**config.mk**
```make
export PLATFORM = sky130hd
export DESIGN_NAME = seq_nonrestoring_divider
export DESIGN_NICKNAME = d
export VERILOG_FILES = /design/src/rtl/seq_nonrestoring_divider.sv
export SDC_FILE = /design/constraint.sdc
export NUM_CORES = 1
export LEC_CHECK = 0
export CAP_MARGIN = 20
export CORE_MARGIN = 2
export CORE_UTILIZATION = 64
export DETAILED_ROUTE_END_ITERATION = 16
export PLACE_DENSITY = 0.87
export SETUP_SLACK_MARGIN = 0.4
export SYNTH_ARGS = -nofsm -noshare
export SYNTH_HDL_FRONTEND = slang
export SYNTH_SLANG_ARGS = --single-unit
```
**constraint.sdc**
```tcl
create_clock -name clock -period 17.9 [get_ports clock]
set_input_delay 5.37 -clock clock [delete_from_list [all_inputs] [get_ports clock]]
set_output_delay 5.37 -clock clock [all_outputs]
set_load 0.05 [all_outputs]
```
**src/rtl/seq_nonrestoring_divider.sv**
```systemverilog
// seq_nonrestoring_divider: signed WIDTH-bit sequential non-restoring divider, one quotient bit per clock; ports clock, clear (async reset), start, A (dividend), B (divisor) -> busy, done pulse, div_by_zero, Z = {remainder, quotient}
module seq_nonrestoring_divider #(
  parameter int WIDTH = 32
) (
  input  logic                 clock,
  input  logic                 clear,
  input  logic                 start,
  input  logic [WIDTH-1:0]     A,
  input  logic [WIDTH-1:0]     B,
  output logic                 busy,
  output logic                 done,
  output logic                 div_by_zero,
  output logic [2*WIDTH-1:0]   Z
);
  localparam int CW = $clog2(WIDTH);
  typedef enum logic [1:0] {IDLE, DIVIDE, FIX, DONE} state_t;
  state_t state, state_n;
  logic [CW-1:0] cnt, cnt_n;
  logic [WIDTH:0] r, r_n, r_sh;
  logic [WIDTH-1:0] q, q_n, d, d_n, rem, quo;
  logic qneg, qneg_n, rneg, rneg_n, busy_n, done_n, dbz_n;
  logic [2*WIDTH-1:0] z_n;
  always_comb begin
    state_n = state;
    cnt_n = cnt;
    r_n = r;
    q_n = q;
    d_n = d;
    qneg_n = qneg;
    rneg_n = rneg;
    z_n = Z;
    done_n = 1'b0;
    dbz_n = 1'b0;
    r_sh = {r[WIDTH-1:0], q[WIDTH-1]};
    rem = r[WIDTH] ? r[WIDTH-1:0] + d : r[WIDTH-1:0];
    quo = qneg ? -q : q;
    case (state)
      IDLE: if (start) begin
        if (B == '0) begin
          state_n = DONE;
          z_n = {A, {WIDTH{1'b1}}};
          done_n = 1'b1;
          dbz_n = 1'b1;
        end else begin
          state_n = DIVIDE;
          qneg_n = A[WIDTH-1] ^ B[WIDTH-1];
          rneg_n = A[WIDTH-1];
          q_n = A[WIDTH-1] ? -A : A;
          d_n = B[WIDTH-1] ? -B : B;
          r_n = '0;
          cnt_n = '0;
        end
      end
      DIVIDE: begin
        r_n = r[WIDTH] ? r_sh + {1'b0, d} : r_sh - {1'b0, d};
        q_n = {q[WIDTH-2:0], ~r_n[WIDTH]};
        if (cnt == CW'(WIDTH - 1)) state_n = FIX;
        else cnt_n = cnt + 1'b1;
      end
      FIX: begin
        r_n = r[WIDTH] ? r + {1'b0, d} : r;
        z_n = {rneg ? -rem : rem, quo};
        done_n = 1'b1;
        state_n = DONE;
      end
      default: state_n = IDLE;
    endcase
    busy_n = (state_n == DIVIDE) || (state_n == FIX);
  end
  always_ff @(posedge clock or posedge clear) begin
    if (clear) begin
      state <= IDLE;
      cnt <= '0;
      r <= '0;
      q <= '0;
      d <= '0;
      qneg <= 1'b0;
      rneg <= 1'b0;
      busy <= 1'b0;
      done <= 1'b0;
      div_by_zero <= 1'b0;
      Z <= '0;
    end else begin
      state <= state_n;
      cnt <= cnt_n;
      r <= r_n;
      q <= q_n;
      d <= d_n;
      qneg <= qneg_n;
      rneg <= rneg_n;
      busy <= busy_n;
      done <= done_n;
      div_by_zero <= dbz_n;
      Z <= z_n;
    end
  end
endmodule
```
==> impl_metrics.json, run 1 <==
{
  "worst_pin_slew_ps": 1130,
  "vias_per_cell": 6.42,
  "wl_per_cell_microns": 18.6,
  "grt_pass1_wl_mm": 68.2,
  "fin_crit_sh": 0.535,
  "hold_violations": 0,
  "post-route-min-period_ps": 9580,
  "cts_buffer_depth": 2,
  "cp_slowest_stage_delay_ps": 920,
  "dp_hpwl_mm": 32.3,
  "r2r_end": "r[32]",
  "power_density_mw_per_mm2": 182,
  "critPathLaunch": "B[12]",
  "final_cell_mix": "225 x nand2_1, 193 x a21oi_1, 187 x o21ai_0",
  "met1_usage": 0.438,
  "vias": 14800,
  "clock-sinks": 173,
  "rsz0062_at_grt": "no",
  "synth_flop_cell": "dfrtp_1",
  "cts_root_buf": "clkbuf_16",
  "critPathRequiredTime_ps": 18270,
  "seq_area_frac_synth": 0.289,
  "synth-edff-count": 0,
  "maxCapViolCount": 0,
  "io-pin-count": 134,
  "drt_wl_total_mm": 43.0,
  "end_kind": "flip-flop",
  "nets": 2131,
  "hp-start": "Z[33]",
  "port-buffer-count": 133,
  "setup_slack_ps": 8320,
  "path_class": "input pin to flip-flop",
  "grt_usage": 0.347,
  "place_ws_ps": 7950,
  "vdd_drop_max_uv": 86.6,
  "grt_max_degree": 104,
  "status": "finished clean",
  "gr-total-overflow": 0,
  "hold_buffers": 0,
  "path_max_fanout": 43,
  "syn_to_final_growth_pct": 14.5,
  "placementRows": 55,
  "antenna_found_initial": 0,
  "min_to": "Z[33]",
  "gp_congestion": 0.950,
  "synth_cell_types": 81,
  "drc_errors": 0,
  "ys_async_sr_fraction": 1.00,
  "setup_violations": 0,
  "layout_commonest_cell": "nand2_1",
  "timing.fmax_ghz": 0.104,
  "htree_levels": 4,
  "core-area_sq_mm": 0.0228,
  "dieArea_sq_mm": 0.0246,
  "relSlewSlack": 0.247,
  "post-cts-setup-buffers": 0,
  "drtPass1Iterations": 6,
  "globalRouteMet3Util": 0.0595,
  "fp.dieH_microns": 157,
  "setup_tns_ps": 0,
  "syn-cell-area_sq_mm": 0.0150,
  "cts_tree": "yes",
  "cellLeakagePower_nw": 7.22,
  "yosysWarnings": 0,
  "crit_chain": "clkdlybuf4s50_1 -> or4_1 -> or4_1 -> or2_2 -> nor2_1 -> nand4_1 -> or2_2 -> a21oi_4 -> nand2_1 -> nor3_1 -> a31oi_1 -> nand4_1",
  "gr-usage-met2": 0.596,
  "clk_latency_ps": 440,
  "ant_nets": 0,
  "grt.busiest_layer": "met2",
  "worstRegToRegCells": 15,
  "synthCells": 1923,
  "grt_pass1_vias": 13900,
  "fin_util": 0.752,
  "crit_path_start_kind": "input pin",
  "numCtsBuffers": 17,
  "reg2reg_slack_ps": 11870,
  "arrival_ps": 9950,
  "crit_slowest_cell": "a21oi_4",
  "synth_area_per_cell_sq_um": 7.78,
  "ctsResizeCount": 0,
  "synth-seq-cells": 173,
  "clock_skew_ps": 16.0,
  "clkTransAtPathRegs_ps": 80,
  "post_route_cells_drive_above_1_share": 0.0440,
  "hp-class": "flip-flop to flip-flop",
  "min_path_cells": 2,
  "synth_nets": 2068,
  "fillers": 1726,
  "drv_slew": 0,
  "die_x_microns": 157,
  "reg2reg_from": "d[2]",
  "start_util": 0.657,
  "first_iter_violations": 1429
}
## worst max path at each step
| stage | depth (start not counted) | slack (ps) | to |
|---|---|---|---|
| 2_1_floorplan | 1 | 7840 | Z[0] |
| 3_3_place_gp | 12 | 8130 | Z[63] |
| 3_5_place_dp | 12 | 7950 | Z[63] |
| 4_1_cts | 12 | 8400 | Z[63] |
| 5_1_grt | 12 | 8020 | Z[63] |
| 6_report | 12 | 8320 | Z[63] |
## power breakdown
group	internal (W)	switching [W]	total (W)
Sequential	0.000501	0.000191	0.000693
Clock	0.000240	0.000185	0.000425
Combinational	0.000795	0.00121	0.00200
## area by class of cell
type | count | area [sq um] | share of cell area
Antenna cell | 1 | 2.50 | 0.000146
Inverter | 53 | 204 | 0.0119
Tap cell | 313 | 392 | 0.0229
Multi-Input combinational cell | 1593 | 10100 | 0.588
Clock inverter | 14 | 228 | 0.0133
Sequential cell | 173 | 4330 | 0.253
Clock buffer | 17 | 425 | 0.0248
Timing Repair Buffer | 148 | 1470 | 0.0859
## synth_stat cells (all sizes together) (5+ instances only)
cell,number,area share
o21a,10,0.0050
and4,6,0.0035
o211ai,10,0.0050
or2,13,0.0054
nor2b,17,0.0071
buf,24,0.0069
and2,8,0.0033
a221oi,7,0.0041
or3,26,0.011
and3,12,0.0050
xor2,130,0.076
a21oi,195,0.066
o21bai,14,0.0073
o41ai,14,0.0087
ha,76,0.064
a21o,48,0.024
o21ai,193,0.065
inv,52,0.013
a211oi,10,0.0062
nand2,225,0.056
xnor2,66,0.039
a22oi,10,0.0050
dfrtp,173,0.29
a2111oi,5,0.0054
nand4,13,0.0059
nor4,16,0.0067
nand3b,7,0.0035
o31ai,32,0.016
nor2,172,0.043
a31oi,32,0.014
o22ai,14,0.0059
mux2,6,0.0045
mux2i,23,0.015
nor3,48,0.016
or4,12,0.0060
nand2b,13,0.0054
nand3,46,0.015
clkbuf,80,0.020
## flip-flops by register name (all words and copies together), names as in the netlist
register,cells
Z,64
r,33
d,32
q,32
cnt,5
state,2
busy,1
div_by_zero,1
done,1
qneg,1
rneg,1
## routing by layer
layer  vias to the layer above  routed length (microns)
met2                       715                    20300
met5                         -                        0
li1                       7084                        -
met1                      6929                    17400
met4                         0                     1350
met3                       114                     3990
## worst max-delay path: cells and delay by family
kind	cells	cell delay, ps
AOI/OAI and AO/OA	2	980
and+or+nand+nor	9	3110
buffers and inverters	1	480
## cell families after synthesis
kind of cell / synth area share
adders and majority gates: 0.0663
DFF: 0.289
xor gates and xnor gates: 0.115
and+or+nand+nor: 0.203
muxes: 0.0199
AOI/OAI and AO/OA: 0.267
buffers and inverters: 0.0403
## metrics by stage
step / area, sq um / hold slack (ps) / power [W] / instances
floorplan: 15000 / 457 / 0.00217 / 1923
global placement: 16400 / 463 / 0.00257 / 2278
detailed placement: 16400 / 477 / 0.00263 / 2278
CTS: 17100 / 494 / 0.00307 / 2309
global route: 17100 / 527 / 0.00335 / 2311
finish: 17100 / 487 / 0.00312 / 2312
(Power assumes the default switching activity.)
==> inputs of run 2 (changes only) <==
--- a/config.mk
+++ b/config.mk
@@ -7,9 +7,9 @@
 export LEC_CHECK = 0
 export CAP_MARGIN = 20
 export CORE_MARGIN = 2
-export CORE_UTILIZATION = 64
+export CORE_UTILIZATION = 60
 export DETAILED_ROUTE_END_ITERATION = 16
-export PLACE_DENSITY = 0.87
+export PLACE_DENSITY = 0.83
 export SETUP_SLACK_MARGIN = 0.4
 export SYNTH_ARGS = -nofsm -noshare
 export SYNTH_HDL_FRONTEND = slang
==> constraint.sdc (replaced) <==
create_clock -name clock -period 9 [get_ports clock]
set_input_delay 2.7 -clock clock [delete_from_list [all_inputs] [get_ports clock]]
set_output_delay 2.7 -clock clock [all_outputs]
set_load 0.05 [all_outputs]
==> run 2 against run 1 <==
Compared with the run above:
- setup slack got worse by 5900 ps
- non-clock buffer count up 4
- combinational power grew 99%
- largest power group unchanged
- sequential share of layout area up 0.093 points
- core utilization decreased by 5.2 points
- highest routed layer is now met5
- largest cell class unchanged
- register-to-register slack got worse by 8800 ps
- design area shrank 0.37%
- global-route usage shrank 2.3 points
==> impl_metrics.json, run 2 (synthesis results as in run 1) <==
{
  "status": "finished clean",
  "gp_congestion": 0.948,
  "critPathLaunch": "B[31]",
  "hp-class": "flip-flop to flip-flop",
  "grt_pass1_wl_mm": 68.1,
  "setup_violations": 0,
  "clock_skew_ps": 12.4,
  "largest-register": "Z",
  "drc_errors": 0,
  "nets": 2135,
  "syn_to_final_growth_pct": 14.1,
  "hold_buffers": 0,
  "num_antenna_cells": 0,
  "ctsResizeCount": 0,
  "ant_nets": 0,
  "grt_usage": 0.323,
  "pwr-share-seq": 0.225,
  "grt_max_degree": 71,
  "clock_power_share": 0.121,
  "drt_wl_total_mm": 42.2,
  "internal_power_w": 0.00294,
  "setup_tns_ps": 0,
  "path_max_fanout": 36,
  "first_iter_violations": 1209,
  "power_density_mw_per_mm2": 357,
  "dieArea_sq_mm": 0.0262,
  "p_switching_w": 0.00315,
  "wl_per_cell_microns": 18.1,
  "post-route-min-period_ps": 6580,
  "cts_tree": "yes",
  "htree_levels": 4,
  "swShare": 0.517,
  "post_route_cells_drive_above_1_share": 0.0460,
  "vias_per_cell": 6.31,
  "vdd_drop_max_uv": 148,
  "layout_commonest_cell": "nand2_1",
  "top_regs": "Z (64), r (33)",
  "reg2reg_slack_ps": 3080,
  "clkTransAtPathRegs_ps": 80,
  "endpoint": "Z[55]",
  "vias": 14700,
  "worstRegToRegCells": 15,
  "largest_register_ffs": 64,
  "post-cts-setup-buffers": 0,
  "clk_latency_ps": 440,
  "arrival_ps": 6850,
  "comb_power_share": 0.654,
  "reg2reg_from": "d[3]",
  "cts_root_buf": "clkbuf_16",
  "path_class": "input pin to flip-flop",
  "final_cell_mix": "225 x nand2_1, 193 x a21oi_1, 187 x o21ai_0",
  "placementRows": 57,
  "cts_buffer_depth": 2,
  "rsz0062_at_grt": "no",
  "numCtsBuffers": 17,
  "core-area_sq_mm": 0.0244,
  "timing.fmax_ghz": 0.152,
  "crit_path_start_kind": "input pin",
  "cellLeakagePower_nw": 7.19,
  "port-buffer-count": 133,
  "fin_crit_sh": 0.731,
  "gr-total-overflow": 0,
  "end_kind": "flip-flop",
  "drtPass1Iterations": 8,
  "die_x_microns": 162,
  "clock-sinks": 173,
  "start_util": 0.613,
  "maxCapViolCount": 0,
  "grt_pass1_vias": 13500,
  "r2r_end": "r[32]",
  "critPathRequiredTime_ps": 9270,
  "hold_violations": 0,
  "dp_hpwl_mm": 32.2,
  "drv_slew": 0,
  "relSlewSlack": 0.263,
  "worst_pin_slew_ps": 1100,
  "fp.dieH_microns": 162,
  "timing.hold.ws_ps": 484,
  "io-pin-count": 134,
  "antenna_found_initial": 1
}
## run 2: how the worst min path moves through the flow
stage / endpoint / from / depth (start not counted) / slack (ps)
2_1_floorplan: cnt[2] / cnt[2] / 1 / 460
6_report: Z[33] / Z[33] / 2 / 480
5_1_grt: Z[0] / Z[0] / 2 / 550
4_1_cts: Z[33] / Z[33] / 2 / 490
3_3_place_gp: Z[32] / Z[32] / 2 / 470
3_5_place_dp: Z[33] / Z[33] / 2 / 480
## run 2: cell type report
type	count	area (sq um)
well taps	324	405
repair buffers	152	1470
flip-flops and latches	173	4330
clock buffers	17	425
inverters	53	204
clock inverters	14	151
multi-input cells	1593	10100
fillers	1998	7330
## run 2: power by group through the flow
stage	logic, W	clock network [W]	registers, W
6_report	0.00398	0.000739	0.00137
5_1_grt	0.00440	0.000782	0.00140
4_1_cts	0.00392	0.000744	0.00136
3_5_place_dp	0.00388	0	0.00137
3_3_place_gp	0.00379	0	0.00136
2_1_floorplan	0.00301	0	0.00131
## run 2: critical path, stage by stage
cell and delay [ps]:
clkdlybuf4s50_1 1000, nor3_1 950, nand4_1 570, or2_2 680, a21oi_4 330, buf_4 400
a222oi_1 180
## run 2: layer usage
metal,share of wire,global-route usage
met5,0.00031,0
met4,0.032,0.114
met3,0.084,0.0523
met2,0.46,0.538
met1,0.42,0.428
## run 2: through the flow
stage	power, W	setup WS, ps	area (sq um)	util	std cells
final	0.00609	2420	17100	0.699	2326
after global routing	0.00658	2260	17100	0.699	2326
after CTS	0.00602	2690	17100	0.699	2326
after detailed placement	0.00526	2270	16500	0.676	2295
after global placement	0.00515	2340	16500	0.676	2295
after floorplan	0.00432	1610	15000	-	1923
==> inputs of run 3 (changes only) <==
--- a/config.mk
+++ b/config.mk
@@ -7,9 +7,9 @@
 export LEC_CHECK = 0
 export CAP_MARGIN = 20
 export CORE_MARGIN = 2
-export CORE_UTILIZATION = 60
+export CORE_UTILIZATION = 54
 export DETAILED_ROUTE_END_ITERATION = 16
-export PLACE_DENSITY = 0.83
+export PLACE_DENSITY = 0.78
 export SETUP_SLACK_MARGIN = 0.4
 export SYNTH_ARGS = -nofsm -noshare
 export SYNTH_HDL_FRONTEND = slang
==> constraint.sdc (replaced) <==
create_clock -name clock -period 5.3 [get_ports clock]
set_input_delay 1.59 -clock clock [delete_from_list [all_inputs] [get_ports clock]]
set_output_delay 1.59 -clock clock [all_outputs]
set_load 0.05 [all_outputs]
==> run 3 against run 2 <==
Compared with the run above:
- clock skew is 0.81 ps higher
- cell count is 3.3% higher
- wire length is 3.8% higher
- sequential power is 71% higher
- global-route usage is 1.9 points lower
- setup slack worse by 1800 ps
- clock power is 72% higher
- via count is 0.80% higher
- sequential share of layout area is 0.60 points lower
- count of clock-buffer cells in the layout stayed put
- sequential cell count stayed put
- combinational power is 74% higher
- largest cell class unchanged
==> impl_metrics.json, run 3 (synthesis results as in run 1) <==
{
  "reg2reg_slack_ps": 570,
  "dpl_cell_area_sq_mm": 0.0168,
  "hold_violations": 0,
  "grt_max_degree": 66,
  "nets": 2163,
  "status": "finished clean",
  "timing.fmax_ghz": 0.211,
  "dp_hpwl_mm": 34.2,
  "crit_path_start_kind": "flip-flop",
  "layout_commonest_cell": "nand2_1",
  "fin_crit_sh": 0.892,
  "vias_per_cell": 6.16,
  "path_max_fanout": 5,
  "largest_register_ffs": 64,
  "vias": 14800,
  "maxCapViolCount": 0,
  "grt_pass1_wl_mm": 70.3,
  "ant_nets": 0,
  "port-buffer-count": 133,
  "relSlewSlack": 0.307,
  "numCtsBuffers": 17,
  "core-area_sq_mm": 0.0271,
  "end_kind": "flip-flop",
  "first_iter_violations": 1015,
  "fillers": 2379,
  "clk_latency_ps": 450,
  "cts_tree": "yes",
  "p_total_w": 0.0106,
  "hp-start": "Z[33]",
  "start_util": 0.552,
  "cellLeakagePower_nw": 7.37,
  "drtPass1Iterations": 8,
  "setup_tns_ps": 0,
  "gp_congestion": 0.943,
  "arrival_ps": 5100,
  "critPathRequiredTime_ps": 5670,
  "fp.dieH_microns": 170,
  "dieArea_sq_mm": 0.0290,
  "setup_violations": 0,
  "r2r_end": "r[29]",
  "wl_per_cell_microns": 18.2,
  "worstRegToRegCells": 19,
  "dpl.cell_count": 2368,
  "hp-class": "flip-flop to flip-flop",
  "cts_root_buf": "clkbuf_16",
  "cts_buffer_depth": 2,
  "die_x_microns": 170,
  "reg2reg_from": "d[1]",
  "grt_pass1_vias": 13800,
  "htree_levels": 4,
  "min_to": "Z[33]",
  "clkTransAtPathRegs_ps": 80,
  "rsz0062_at_grt": "no",
  "min_path_cells": 2,
  "multi_input_area_sq_mm": 0.0101,
  "grt_usage": 0.304,
  "post-route-min-period_ps": 4730,
  "post_route_cells_drive_above_1_share": 0.0626,
  "placementRows": 60,
  "timing.hold.ws_ps": 486,
  "io-pin-count": 134,
  "gr-total-overflow": 0,
  "syn_to_final_growth_pct": 16.8,
  "worst_pin_slew_ps": 1040,
  "fin_area_sq_mm": 0.0175,
  "drc_errors": 0,
  "ff_latch_area_sq_mm": 0.00433,
  "clock-sinks": 173,
  "vdd_drop_max_uv": 256,
  "drt_wl_total_mm": 43.8,
  "num_antenna_cells": 0,
  "path_class": "flip-flop to flip-flop",
  "antenna_found_initial": 0,
  "final_cell_count_no_fill": 2402,
  "drv_slew": 0,
  "power_density_mw_per_mm2": 604,
  "hold_buffers": 0,
  "final_cell_mix": "225 x nand2_1, 193 x a21oi_1, 187 x o21ai_0",
  "clock_skew_ps": 13.2,
  "largest-register": "Z",
  "top_regs": "Z (64), r (33)"
}
run 3: cell types whose count changed in the layout (fill, tap and decap cells not counted), moves of 2 or more:
cell and delta:
buf_4 +20, buf_12 +8, nor3_1 -2, nor3_2 +2
run 3: report_power, final:
group | leakage [nW] | switching, W | internal, W
clock network | 0.275 | 0.000645 | 0.000627
registers | 2.05 | 0.000649 | 0.00169
logic | 5.05 | 0.00415 | 0.00279
run 3: through the flow:
| stage | util | worst slack (ps) |
|---|---|---|
| after floorplan | - | 420 |
| after global placement | 0.620 | 129 |
| after detailed placement | 0.620 | 36.0 |
| after CTS | 0.642 | 481 |
| after global routing | 0.645 | 357 |
| final | 0.645 | 571 |
run 3: critical path, stage by stage, from the launching register on:
cell       delay (ps)
dfrtp_1           380
inv_1             170
ha_1              260
nand3b_1          160
or3b_2            540
or3_1             390
nor3_1            150
nor2_1             70
xor2_1            150
ha_1              350
a21oi_1           200
o21ai_0           120
a21o_1            220
a21o_1            200
a2111oi_0         400
nand3_1           230
a41oi_2           260
xnor2_1           160
a21oi_1           100
a21oi_1           150
run 3: metal layers:
| metal | vias up | wire length (microns) | global-route usage |
|---|---|---|---|
| met5 | - | 0 | 0 |
| met1 | 7001 | 19200 | 0.400 |
| met3 | 83 | 2960 | 0.0456 |
| li1 | 7149 | - | - |
| met4 | 0 | 1260 | 0.100 |
| met2 | 555 | 20400 | 0.513 |
run 3: worst max-delay path by stage:
stage,from,endpoint,slack (ps),cells after the start
detailed placement,B[13],Z[7],40,12
CTS,B[13],Z[0],480,12
floorplan,r[32],r[31],420,20
finish,d[1],r[29],570,19
global placement,B[12],Z[37],130,12
global route,d[4],r[29],360,18
run 3: area by class of cell:
| cell class | instances | share of cell area |
|---|---|---|
| Multi-Input combinational cell | 1593 | 0.579 |
| Sequential cell | 173 | 0.248 |
| Timing Repair Buffer | 180 | 0.102 |
| Inverter | 53 | 0.0116 |
| Clock buffer | 17 | 0.0243 |
| Clock inverter | 14 | 0.00845 |
| Tap cell | 372 | 0.0266 |
run 3: what timing repair did:
action	in CTS	in global routing
gates cloned	0	0
setup endpoints to repair	1	50
pin swaps	0	1
buffers inserted	0	2
resized for setup	1	7
